===== src/rtl/ma_peak_detect.sv =====
// Threshold-gated peak detector for the averaged magnitude stream: tracks the maximum
// inside a detection window, reports it once, then holds off. Macro PEAK_HYST_EN adds exit hysteresis.
module ma_peak_detect #(
    parameter int WORD_LENGTH = 16,
    parameter int IN_WIDTH    = (WORD_LENGTH * 2 + 3) * 2 + 1,
    parameter int INDEX_WIDTH = 16,
    parameter int MAX_TRACK   = 64,
    parameter int HOLDOFF     = 32
) (
    input  logic                   clk,
    input  logic                   rst,
    input  logic                   en,
    input  logic [IN_WIDTH-1:0]    ma_in,
    input  logic [IN_WIDTH-1:0]    threshold,
    output logic                   peak_valid,
    output logic [IN_WIDTH-1:0]    peak_value,
    output logic [INDEX_WIDTH-1:0] peak_index,
    output logic                   busy
);

    typedef enum logic [1:0] {
        ST_IDLE,
        ST_TRACK,
        ST_HOLDOFF
    } state_t;

    localparam logic [15:0] TRACK_LAST = 16'(MAX_TRACK);
    localparam logic [15:0] HOLD_LAST  = (HOLDOFF == 0) ? 16'd0 : 16'(HOLDOFF - 1);
    localparam logic [INDEX_WIDTH-1:0] IDX_ONE = INDEX_WIDTH'(1);

    state_t                 state_reg, state_next;
    logic [INDEX_WIDTH-1:0] idx_reg;
    logic [IN_WIDTH-1:0]    max_reg, max_next;
    logic [INDEX_WIDTH-1:0] max_idx_reg, max_idx_next;
    logic [15:0]            track_cnt_reg, track_cnt_next;
    logic [15:0]            hold_cnt_reg, hold_cnt_next;
    logic                   report;
    logic                   peak_valid_reg;
    logic [IN_WIDTH-1:0]    peak_value_reg;
    logic [INDEX_WIDTH-1:0] peak_index_reg;
    logic                   busy_reg;
    logic [IN_WIDTH-1:0]    exit_level;

`ifdef PEAK_HYST_EN
    // Close the window only below 7/8 of threshold; cannot underflow since t>>3 <= t.
    assign exit_level = threshold - (threshold >> 3);
`else
    assign exit_level = threshold;
`endif

    always_comb begin
        state_next     = state_reg;
        max_next       = max_reg;
        max_idx_next   = max_idx_reg;
        track_cnt_next = track_cnt_reg;
        hold_cnt_next  = hold_cnt_reg;
        report         = 1'b0;
        case (state_reg)
            ST_IDLE: begin
                if (ma_in > threshold) begin
                    state_next     = ST_TRACK;
                    max_next       = ma_in;
                    max_idx_next   = idx_reg;
                    track_cnt_next = 16'd1;
                end
            end
            ST_TRACK: begin
                // The exiting sample is never folded into the maximum.
                if ((ma_in <= exit_level) || (track_cnt_reg == TRACK_LAST)) begin
                    report        = 1'b1;
                    hold_cnt_next = 16'd0;
                    state_next    = (HOLDOFF == 0) ? ST_IDLE : ST_HOLDOFF;
                end else begin
                    if (ma_in > max_reg) begin
                        max_next     = ma_in;
                        max_idx_next = idx_reg;
                    end
                    track_cnt_next = track_cnt_reg + 16'd1;
                end
            end
            ST_HOLDOFF: begin
                if (hold_cnt_reg == HOLD_LAST) begin
                    state_next = ST_IDLE;
                end else begin
                    hold_cnt_next = hold_cnt_reg + 16'd1;
                end
            end
            default: state_next = ST_IDLE;
        endcase
    end

    always_ff @(posedge clk) begin
        if (rst) begin
            state_reg      <= ST_IDLE;
            idx_reg        <= '0;
            max_reg        <= '0;
            max_idx_reg    <= '0;
            track_cnt_reg  <= '0;
            hold_cnt_reg   <= '0;
            peak_valid_reg <= 1'b0;
            peak_value_reg <= '0;
            peak_index_reg <= '0;
            busy_reg       <= 1'b0;
        end else begin
            // The report pulse clears every clock, independent of en.
            peak_valid_reg <= 1'b0;
            if (en) begin
                state_reg     <= state_next;
                idx_reg       <= idx_reg + IDX_ONE;
                max_reg       <= max_next;
                max_idx_reg   <= max_idx_next;
                track_cnt_reg <= track_cnt_next;
                hold_cnt_reg  <= hold_cnt_next;
                busy_reg      <= (state_next != ST_IDLE);
                if (report) begin
                    peak_valid_reg <= 1'b1;
                    peak_value_reg <= max_reg;
                    peak_index_reg <= max_idx_reg;
                end
            end
        end
    end

    assign peak_valid = peak_valid_reg;
    assign peak_value = peak_value_reg;
    assign peak_index = peak_index_reg;
    assign busy       = busy_reg;

endmodule


===== config.mk =====
export PLATFORM = sky130hd
export DESIGN_NAME = ma_peak_detect
export DESIGN_NICKNAME = d
export VERILOG_FILES = /design/src/rtl/ma_peak_detect.sv
export SDC_FILE = /design/constraint.sdc
export NUM_CORES = 1
export LEC_CHECK = 0
export BUFFER_PORTS_ARGS = -buffer_cell sky130_fd_sc_hd__buf_2
export CAP_MARGIN = 20
export CORE_ASPECT_RATIO = 1.2
export CORE_MARGIN = 3
export CORE_UTILIZATION = 37
export DETAILED_ROUTE_END_ITERATION = 16
export GPL_ROUTABILITY_DRIVEN = 0
export PLACE_DENSITY = 0.68
export SKIP_LAST_GASP = 1
export SLEW_MARGIN = 40
export SYNTH_ARGS = -nofsm -noshare
export SYNTH_HDL_FRONTEND = slang
export SYNTH_SLANG_ARGS = --single-unit

===== constraint.sdc =====
create_clock -name clk -period 5.32 [get_ports clk]
set_clock_uncertainty 0.05 [all_clocks]
set_input_delay 1.33 -clock clk [delete_from_list [all_inputs] [get_ports clk]]
set_output_delay 1.33 -clock clk [all_outputs]
set_load 0.05 [all_outputs]

==> results of run 1 <==
[power groups by stage]
stage	Combinational, W	Clock (W)	Sequential [W]
after floorplan	0.000372	0	0.00180
after global placement	0.000560	0	0.00179
after detailed placement	0.000578	0	0.00180
after CTS	0.000582	0.00190	0.00176
after global routing	0.000659	0.00196	0.00176
final	0.000577	0.00184	0.00176
[placed cells by master, fill, tap and decap left out, types with 11 or more instances in the layout]
cell and count:
xor2_1 12, mux2i_1 106, dfxtp_1 226, nor2_1 299, nand3_1 30, inv_1 150, a21o_1 20, nand4_1 30
nand2_1 44, ha_1 146, buf_2 232, xnor2_1 17, clkbuf_16 25, buf_4 13, a21oi_1 116, a211oi_1 11
o21ai_0 29, nor4_1 17
[kinds of logic (layout without fill, tap and decap cells)]
kind of cell | count (synthesis) | after routing | synth area share
and+or+nand+nor | 495 | 495 | 0.188
DFF | 226 | 226 | 0.373
AOI/OAI and AO/OA | 224 | 224 | 0.110
buffers and inverters | 212 | 449 | 0.0704
adders and majority gates | 146 | 146 | 0.151
muxes | 106 | 106 | 0.0874
xor gates and xnor gates | 29 | 29 | 0.0209
other | 0 | 2 | 0
[metal layers]
layer / up-vias / global-route usage / share of wire
met3: 57 / 0.0331 / 0.051
met1: 4936 / 0.217 / 0.44
met2: 206 / 0.310 / 0.48
met5: - / 0 / 0.00041
li1: 5341 / - / -
met4: 2 / 0.0503 / 0.026
[final timing paths]
path,slack (ps),cells after the start,start,endpoint
setup / recovery,580,13,ma_in[65],max_reg[52]$_SDFFE_PP0P_
hold / removal,430,2,hold_cnt_reg[15]$_SDFFE_PP0P_,hold_cnt_reg[15]$_SDFFE_PP0P_
setup reg to reg,1690,14,max_reg[36]$_SDFFE_PP0P_,max_reg[52]$_SDFFE_PP0P_
hold reg to reg,430,2,hold_cnt_reg[15]$_SDFFE_PP0P_,hold_cnt_reg[15]$_SDFFE_PP0P_
[tightest hold or removal path: stages, from the launching register on]
cell and delay [ps]:
dfxtp_1 320, o31ai_1 60, a21boi_1 50
[area by class of cell]
cell class,count,area share
diodes,2,0.000341
well taps,407,0.0347
flip-flops and latches,226,0.308
multi-input cells,1000,0.462
clock buffers,37,0.0505
repair buffers,254,0.0960
clock inverters,8,0.00972
inverters,150,0.0384
[per-stage QoR]
stage	total power [W]	util	hold slack (ps)	instance area (µm²)
5_1_grt	0.00438	0.455	460	14700
4_1_cts	0.00424	0.455	436	14700
3_3_place_gp	0.00235	0.427	412	13800
2_1_floorplan	0.00217	-	401	12100
6_report	0.00418	0.455	431	14700
3_5_place_dp	0.00237	0.427	423	13800
==> run_results.csv, run 1 <==
group,metric,value,unit
synthesis,synth_top_flop_cell,"dfxtp_1",
synthesis,syn-num-nets,1729,
power_and_ir_drop,p_int,0.00313,W
placement,port_buffers,233,
sta,worstMarginPinSlew,707,ps
final_layout,fillerInstances,3148,
final_layout,nets,1948,
worst_setup_path,critPathKind,"in -> reg",
sta,period_share,0.890,
final_layout,instances_no_fill,2084,
clock_tree,postCtsResizedCells,0,
die,fp.dieH,204,µm
final_layout,multi_input_area,6780,µm²
status,outcome,"completed",
routing,drc,0,
sta,finalHoldViolCount,0,
placement,dp_slack,17.9,ps
die,io_pins,234,
die,initial_core_util,0.376,
power_and_ir_drop,switchingPower,0.00104,W
synthesis,synth.most_common_cell,"nor2_1",
worst_setup_path,endpoint_kind,"register",
worst_setup_path,crit_chain,"buf_2 -> ha_1 -> nand4_1 -> nor4_4 -> nand3_1 -> nor4_2 -> nand2_1 -> nand2_1 -> nor3b_4 -> nor4_2 -> buf_4 -> mux2i_1 -> nor2_1",
routing,detail-route-antenna-nets,0,
power_and_ir_drop,p_per_area,285,nW/µm²
synthesis,synth-seq-cells,226,
synthesis,synth_common_cells,"nor2_1 (299), dfxtp_1 (226), inv_1 (150)",
sta,setup_violations,0,
synthesis,async_flop_share,0,
sta,setup_ws,583,ps
die,core_area,32300,µm²
worst_setup_path,cp_slowest_cell,"nor4_2",
power_and_ir_drop,combPwrFrac,0.138,
grt,grt-ovfl-total,0,
synthesis,yosysSeqAreaShare,0.373,
worst_setup_path,max_stage_delay,590,ps
sta,max_freq,211,MHz
synthesis,synth.avg_cell_area,8.44,µm²
routing,wirelength,31900,µm
placement,place_inst,2036,
power_and_ir_drop,seqPwrFrac,0.421,
clock_tree,cts_inserted_buffers,25,
power_and_ir_drop,p_leak,6.67,nW
grt,antenna_found_initial,3,
placement,place_hpwl,24600,µm
routing,num_vias,10500,
power_and_ir_drop,sw_frac_of_total,0.250,
routing,wl_per_cell,15.3,µm
die,rows,72,
sta,tns,0,ps
sta,final-max-slew-violation-count,0,
grt,grtUsageTotal,0.175,
clock_tree,tritoncts,"built",
clock_tree,clk_latency,510,ps
flow_run,maxCapViolCount,0,
final_layout,drive_gt1_frac,0.180,
power_and_ir_drop,ir_drop,0.000181,V
synthesis,synthCells,1438,
synthesis,synth_edf_count,0,
clock_tree,cts_root_buf,"clkbuf_16",
grt,first_global_vias,10200,
clock_tree,htreeDepth,1,
routing,viasPerCell,5.06,
grt,grt_max_degree,88,
worst_setup_path,start_kind,"primary input",
synthesis,syn-cell-area,12100,µm²
final_layout,area_growth_syn_to_layout,21.0,%
clock_tree,clockBufferDepth,3,
die,die-area,35000,µm²
clock_tree,cts_sinks,226,
min_path,hp-class,"reg -> reg",
sta,slew-limit-headroom,0.529,
synthesis,ys_warn_count,0,
final_layout,final-seq-area,4520,µm²
power_and_ir_drop,clockPowerShare,0.441,
die,die_w,171,µm
clock_tree,post_cts_buffers,0,
synthesis,netlist.area_leader.share,0.373,
synthesis,synth.largest_area_cell,"dfxtp_1",
routing,drt_first_pass_iters,5,
sta,grt_setup_unrepaired,"no",
synthesis,synthTopCellsByArea,"dfxtp_1 (37%), ha_1 (15%), nor2_1 (9.3%)",
clock_tree,ctsHoldBuffers,0,
sta,finalCriticalPeriod,4740,ps
worst_setup_path,required,5640,ps
grt,grt_pass1_wl,50400,µm
worst_setup_path,crit_arrival,5050,ps
worst_setup_path,crit_fanout,20,
worst_setup_path,worst-path-buf-inv,2,
routing,drtIter0Drc,422,
clock_tree,path_clk_slew,60,ps
synthesis,ys_types,57,
worst_setup_path,crit_family,"simple AND/OR/NAND/NOR gates",
No activity file was read; power rests on OpenSTA's default activity.
==> inputs of run 2 (changes only) <==
--- a/config.mk
+++ b/config.mk
@@ -12,7 +12,7 @@
 export CORE_UTILIZATION = 37
 export DETAILED_ROUTE_END_ITERATION = 16
 export GPL_ROUTABILITY_DRIVEN = 0
-export PLACE_DENSITY = 0.68
+export PLACE_DENSITY = 0.57
 export SKIP_LAST_GASP = 1
 export SLEW_MARGIN = 40
 export SYNTH_ARGS = -nofsm -noshare
==> run 2 against run 1 <==
  * Sequential share of layout area is 0.12 points higher
  * Worst hold slack worse by 4.8 ps
  * Global-route usage is 0.070 points higher
  * Via count is 2.1% lower
  * Power is 0.17% lower
  * Combinational power is 1% lower
  * Non-clock buffer count is 6 lower
  * Largest power group unchanged
==> run_results.csv, run 2 (synthesized netlist as in run 1, its figures left out) <==
group,metric,value,unit
die,die-area,35000,µm²
routing,viasPerCell,4.97,
clock_tree,clk_latency,530,ps
grt,grt_pass1_wl,50600,µm
power_and_ir_drop,p_leak,6.64,nW
sta,setup_violations,0,
die,core_area,32300,µm²
worst_setup_path,rr_endpoint,"max_idx_reg[14]$_SDFFE_PP0P_",
sta,final-max-slew-violation-count,0,
final_layout,area_growth_syn_to_layout,20.5,%
sta,finalCriticalPeriod,4720,ps
worst_setup_path,start_kind,"primary input",
clock_tree,path_clk_slew,60,ps
clock_tree,cts_inserted_buffers,25,
final_layout,drive_gt1_frac,0.177,
min_path,whs_endpoint,"peak_value[60]$_SDFFE_PP0P_",
clock_tree,cts_sinks,226,
worst_setup_path,rr_worst_depth,14,
die,fp.dieH,204,µm
final_layout,fillerInstances,3188,
final_layout,instances_no_fill,2076,
clock_tree,tritoncts,"built",
sta,max_freq,212,MHz
worst_setup_path,required,5660,ps
routing,detail-route-antenna-nets,0,
sta,worstMarginPinSlew,737,ps
die,die_w,171,µm
routing,num_vias,10300,
final_layout,final_common_cell,"nor2_1",
routing,wirelength,31500,µm
final_layout,layout_common_cells,"nor2_1 (299), buf_2 (232), dfxtp_1 (226)",
power_and_ir_drop,p_per_area,285,nW/µm²
sta,tns,0,ps
die,initial_core_util,0.376,
worst_setup_path,crit_fanout,47,
die,rows,72,
clock_tree,post_cts_buffers,0,
routing,drtIter0Drc,537,
grt,antenna_found_initial,1,
clock_tree,cts_root_buf,"clkbuf_16",
routing,wl_per_cell,15.2,µm
grt,grt-ovfl-total,0,
grt,grtUsageTotal,0.176,
clock_tree,postCtsResizedCells,0,
placement,place_hpwl,23600,µm
worst_setup_path,endpoint_kind,"register",
clock_tree,ctsHoldBuffers,0,
worst_setup_path,r2r-start,"max_reg[70]$_SDFFE_PP0P_",
worst_setup_path,critPathKind,"in -> reg",
min_path,holdPathStages,2,
die,io_pins,234,
grt,first_global_vias,9933,
clock_tree,htreeDepth,1,
power_and_ir_drop,ir_drop,0.000198,V
placement,place_inst,2029,
sta,slew-limit-headroom,0.504,
routing,drc,0,
min_path,hp-class,"reg -> reg",
worst_setup_path,crit_arrival,5060,ps
routing,drt_first_pass_iters,5,
sta,grt_setup_unrepaired,"no",
flow_run,maxCapViolCount,0,
final_layout,nets,1942,
placement,port_buffers,233,
min_path,hold_start,"peak_value[60]$_SDFFE_PP0P_",
worst_setup_path,reg2reg_slack,1470,ps
clock_tree,clockBufferDepth,3,
grt,grt_max_degree,104,
status,outcome,"completed",
sta,finalHoldViolCount,0,
sta,period_share,0.886,
-- run 2: changes by cell type in the layout (fill, tap and decap cells not counted), sizes merged --
| cell | before | now |
|---|---|---|
| clkinv | 3 | 4 |
| inv | 150 | 151 |
| diode | 2 | 1 |
| buf | 253 | 248 |
| clkbuf | 38 | 34 |
-- run 2: final cells by class --
type | count | area (µm²) | share of cell area
multi-input cells | 1000 | 6780 | 0.464
flip-flops and latches | 226 | 4520 | 0.310
repair buffers | 248 | 1370 | 0.0936
clock buffers | 34 | 709 | 0.0485
inverters | 150 | 563 | 0.0385
well taps | 407 | 509 | 0.0348
clock inverters | 10 | 160 | 0.0110
diodes | 1 | 2.50 | 0.000171
-- run 2: where the power goes --
part | switching (W) | internal (W) | leakage, nW
sequential | 0.0000227 | 0.00174 | 1.83
combinational | 0.000331 | 0.000240 | 4.38
clock | 0.000715 | 0.00113 | 0.426
total | 0.00107 | 0.00310 | 6.64
-- run 2: critical path: stages --
cell and delay (ps):
buf_2 120, ha_1 290, nand4_1 210, nor4_4 430
nand3_1 290, nor4_2 540, nand2_1 130, nand2_1 140
nor3b_4 60, buf_4 200, nor4_2 540, buf_12 410
mux2i_1 260, nor2_1 60
-- run 2: per-stage QoR --
stage / hold WS [ps] / setup WS [ps] / util / power, W / instance area (µm²)
after floorplan: 401 / 1320 / - / 0.00217 / 12100
after global placement: 411 / 42.0 / 0.425 / 0.00235 / 13700
after detailed placement: 421 / 1.47 / 0.425 / 0.00237 / 13700
after CTS: 435 / 514 / 0.452 / 0.00423 / 14600
after global routing: 459 / 384 / 0.453 / 0.00437 / 14600
final: 426 / 604 / 0.453 / 0.00417 / 14600
-- run 2: worst max-delay path by stage --
stage                       start                            to  slack (ps)  cells past startpoint
detailed placement      ma_in[64]       max_reg[0]$_SDFFE_PP0P_           1                     14
CTS                     ma_in[66]  max_idx_reg[14]$_SDFFE_PP0P_         510                     14
finish                  ma_in[66]  max_idx_reg[14]$_SDFFE_PP0P_         600                     14
floorplan           threshold[64]      max_reg[39]$_SDFFE_PP0P_        1320                     15
global placement        ma_in[65]       max_reg[2]$_SDFFE_PP0P_          40                     14
global route            ma_in[66]      max_reg[67]$_SDFFE_PP0P_         380                     14
-- run 2: layer usage --
layer  up-vias  routed length (µm)  track usage
li1       5308                   -            -
met1      4751               14300        0.225
met2       211               15000        0.305
met3        51                1470       0.0294
met4         0                 778       0.0492
met5         -                   0            0
==> inputs of run 3 (changes only) <==
--- a/config.mk
+++ b/config.mk
@@ -6,7 +6,6 @@
 export NUM_CORES = 1
 export LEC_CHECK = 0
 export BUFFER_PORTS_ARGS = -buffer_cell sky130_fd_sc_hd__buf_2
-export CAP_MARGIN = 20
 export CORE_ASPECT_RATIO = 1.2
 export CORE_MARGIN = 3
 export CORE_UTILIZATION = 37
==> constraint.sdc (replaced) <==
create_clock -name clk -period 5.32 [get_ports clk]
set_clock_uncertainty 0.05 [all_clocks]
set_input_delay 0.798 -clock clk [delete_from_list [all_inputs] [get_ports clk]]
set_output_delay 0.798 -clock clk [all_outputs]
set_load 0.05 [all_outputs]
==> run 3 against run 2 <==
  * Worst setup slack improved by 540 ps
  * Via count decreased by 0.52%
  * Die area unchanged
  * Count of clock-buffer cells in the layout decreased by 2
  * Power decreased by 1.2%
  * Cell count decreased by 0.34%
  * Largest power group unchanged
  * Clock power decreased by 2%
  * Combinational power decreased by 1%
  * Non-clock buffer count decreased by 5
==> run_results.csv, run 3 (synthesized netlist as in run 1, its figures left out) <==
group,metric,value,unit
clock_tree,postCtsResizedCells,0,
routing,viasPerCell,4.96,
clock_tree,cts_sinks,226,
worst_setup_path,endpoint_kind,"register",
worst_setup_path,crit_family,"simple AND/OR/NAND/NOR gates",
die,core_area,32300,µm²
routing,num_vias,10300,
final_layout,layout_common_cells,"nor2_1 (299), buf_2 (232), dfxtp_1 (226)",
worst_setup_path,required,5650,ps
die,die-area,35000,µm²
sta,tns,0,ps
clock_tree,clk_latency,520,ps
grt,grt_pass1_wl,50000,µm
worst_setup_path,cp_slowest_cell,"nor4_2",
sta,final-max-slew-violation-count,0,
placement,port_buffers,233,
final_layout,area_growth_syn_to_layout,19.7,%
die,fp.dieH,204,µm
sta,grt_setup_unrepaired,"no",
sta,setup_violations,0,
die,initial_core_util,0.376,
grt,antenna_found_initial,1,
power_and_ir_drop,ir_drop,0.000194,V
worst_setup_path,crit_arrival,4510,ps
min_path,hold_start,"peak_value[68]$_SDFFE_PP0P_",
status,outcome,"completed",
worst_setup_path,crit_chain,"buf_2 -> ha_1 -> nand4_1 -> nor3_1 -> nand3_1 -> nor4_2 -> nand3_1 -> a21oi_1 -> a2111oi_0 -> nor4_2 -> buf_12 -> mux2i_1 -> nor2_1",
grt,grt_max_degree,104,
final_layout,instances_no_fill,2069,
clock_tree,tritoncts,"built",
routing,wl_per_cell,15.1,µm
routing,wirelength,31200,µm
clock_tree,cts_inserted_buffers,25,
die,rows,72,
sta,period_share,0.786,
worst_setup_path,start_kind,"primary input",
grt,first_global_vias,9959,
worst_setup_path,r2r-start,"max_reg[54]$_SDFFE_PP0P_",
clock_tree,htreeDepth,1,
clock_tree,post_cts_buffers,0,
final_layout,nets,1937,
worst_setup_path,critPathKind,"in -> reg",
sta,setup_ws,1140,ps
die,io_pins,234,
final_layout,final_common_cell,"nor2_1",
flow_run,maxCapViolCount,0,
routing,drc,0,
worst_setup_path,cp-startpoint,"ma_in[53]",
worst_setup_path,max_stage_delay,600,ps
placement,dp_slack,598,ps
clock_tree,cts_root_buf,"clkbuf_16",
placement,place_inst,2026,
sta,worstMarginPinSlew,762,ps
power_and_ir_drop,p_per_area,284,nW/µm²
grt,grt-ovfl-total,0,
clock_tree,path_clk_slew,60,ps
sta,finalHoldViolCount,0,
final_layout,drive_gt1_frac,0.175,
sta,slew-limit-headroom,0.492,
sta,finalCriticalPeriod,4180,ps
sta,timing.hold.ws,429,ps
sta,max_freq,239,MHz
routing,detail-route-antenna-nets,0,
routing,drtIter0Drc,492,
min_path,hp-class,"reg -> reg",
routing,drt_first_pass_iters,5,
worst_setup_path,worst-path-buf-inv,2,
grt,grtUsageTotal,0.173,
final_layout,final_util,0.450,
die,die_w,171,µm
worst_setup_path,crit_fanout,48,
clock_tree,clockBufferDepth,3,
placement,place_hpwl,23800,µm
power_and_ir_drop,p_leak,6.59,nW
clock_tree,ctsHoldBuffers,0,
[run 3: where the power goes]
| part | internal [W] | switching (W) | total, W |
|---|---|---|---|
| clock | 0.00111 | 0.000692 | 0.00180 |
| combinational | 0.000235 | 0.000328 | 0.000563 |
| sequential | 0.00174 | 0.0000223 | 0.00176 |
[run 3: path summary, 6_finish.rpt]
check | end | slack [ps] | depth (start not counted)
worst min register to register | peak_value[68]$_SDFFE_PP0P_ | 430 | 2
worst max register to register | max_reg[41]$_SDFFE_PP0P_ | 1170 | 13
worst min-delay path | peak_value[68]$_SDFFE_PP0P_ | 430 | 2
worst max-delay path | max_reg[41]$_SDFFE_PP0P_ | 1140 | 13
[run 3: worst min-delay path, delay by kind of cell (launching register included)]
kind | cells | cell delay, ps
flip-flops | 1 | 320
AND/OR/NAND/NOR | 1 | 70
AO/OA/AOI/OAI | 1 | 60
[run 3: per-layer routing]
| metal | global-route usage | vias up | part of all wire |
|---|---|---|---|
| met3 | 0.0290 | 48 | 0.048 |
| li1 | - | 5314 | - |
| met5 | 0 | - | 0 |
| met4 | 0.0454 | 0 | 0.025 |
| met1 | 0.219 | 4701 | 0.45 |
| met2 | 0.304 | 204 | 0.48 |
[run 3: stage by stage]
| step | power [W] | area (µm²) |
|---|---|---|
| floorplan | 0.00217 | 12100 |
| global placement | 0.00235 | 13700 |
| detailed placement | 0.00236 | 13700 |
| CTS | 0.00419 | 14500 |
| global route | 0.00432 | 14500 |
| finish | 0.00412 | 14500 |
[run 3: cell type report]
type	instances	area [µm²]
fillers	3185	17700
multi-input cells	1000	6780
flip-flops and latches	226	4520
repair buffers	243	1300
clock buffers	32	692
inverters	150	563
well taps	407	509
clock inverters	10	154
diodes	1	2.50
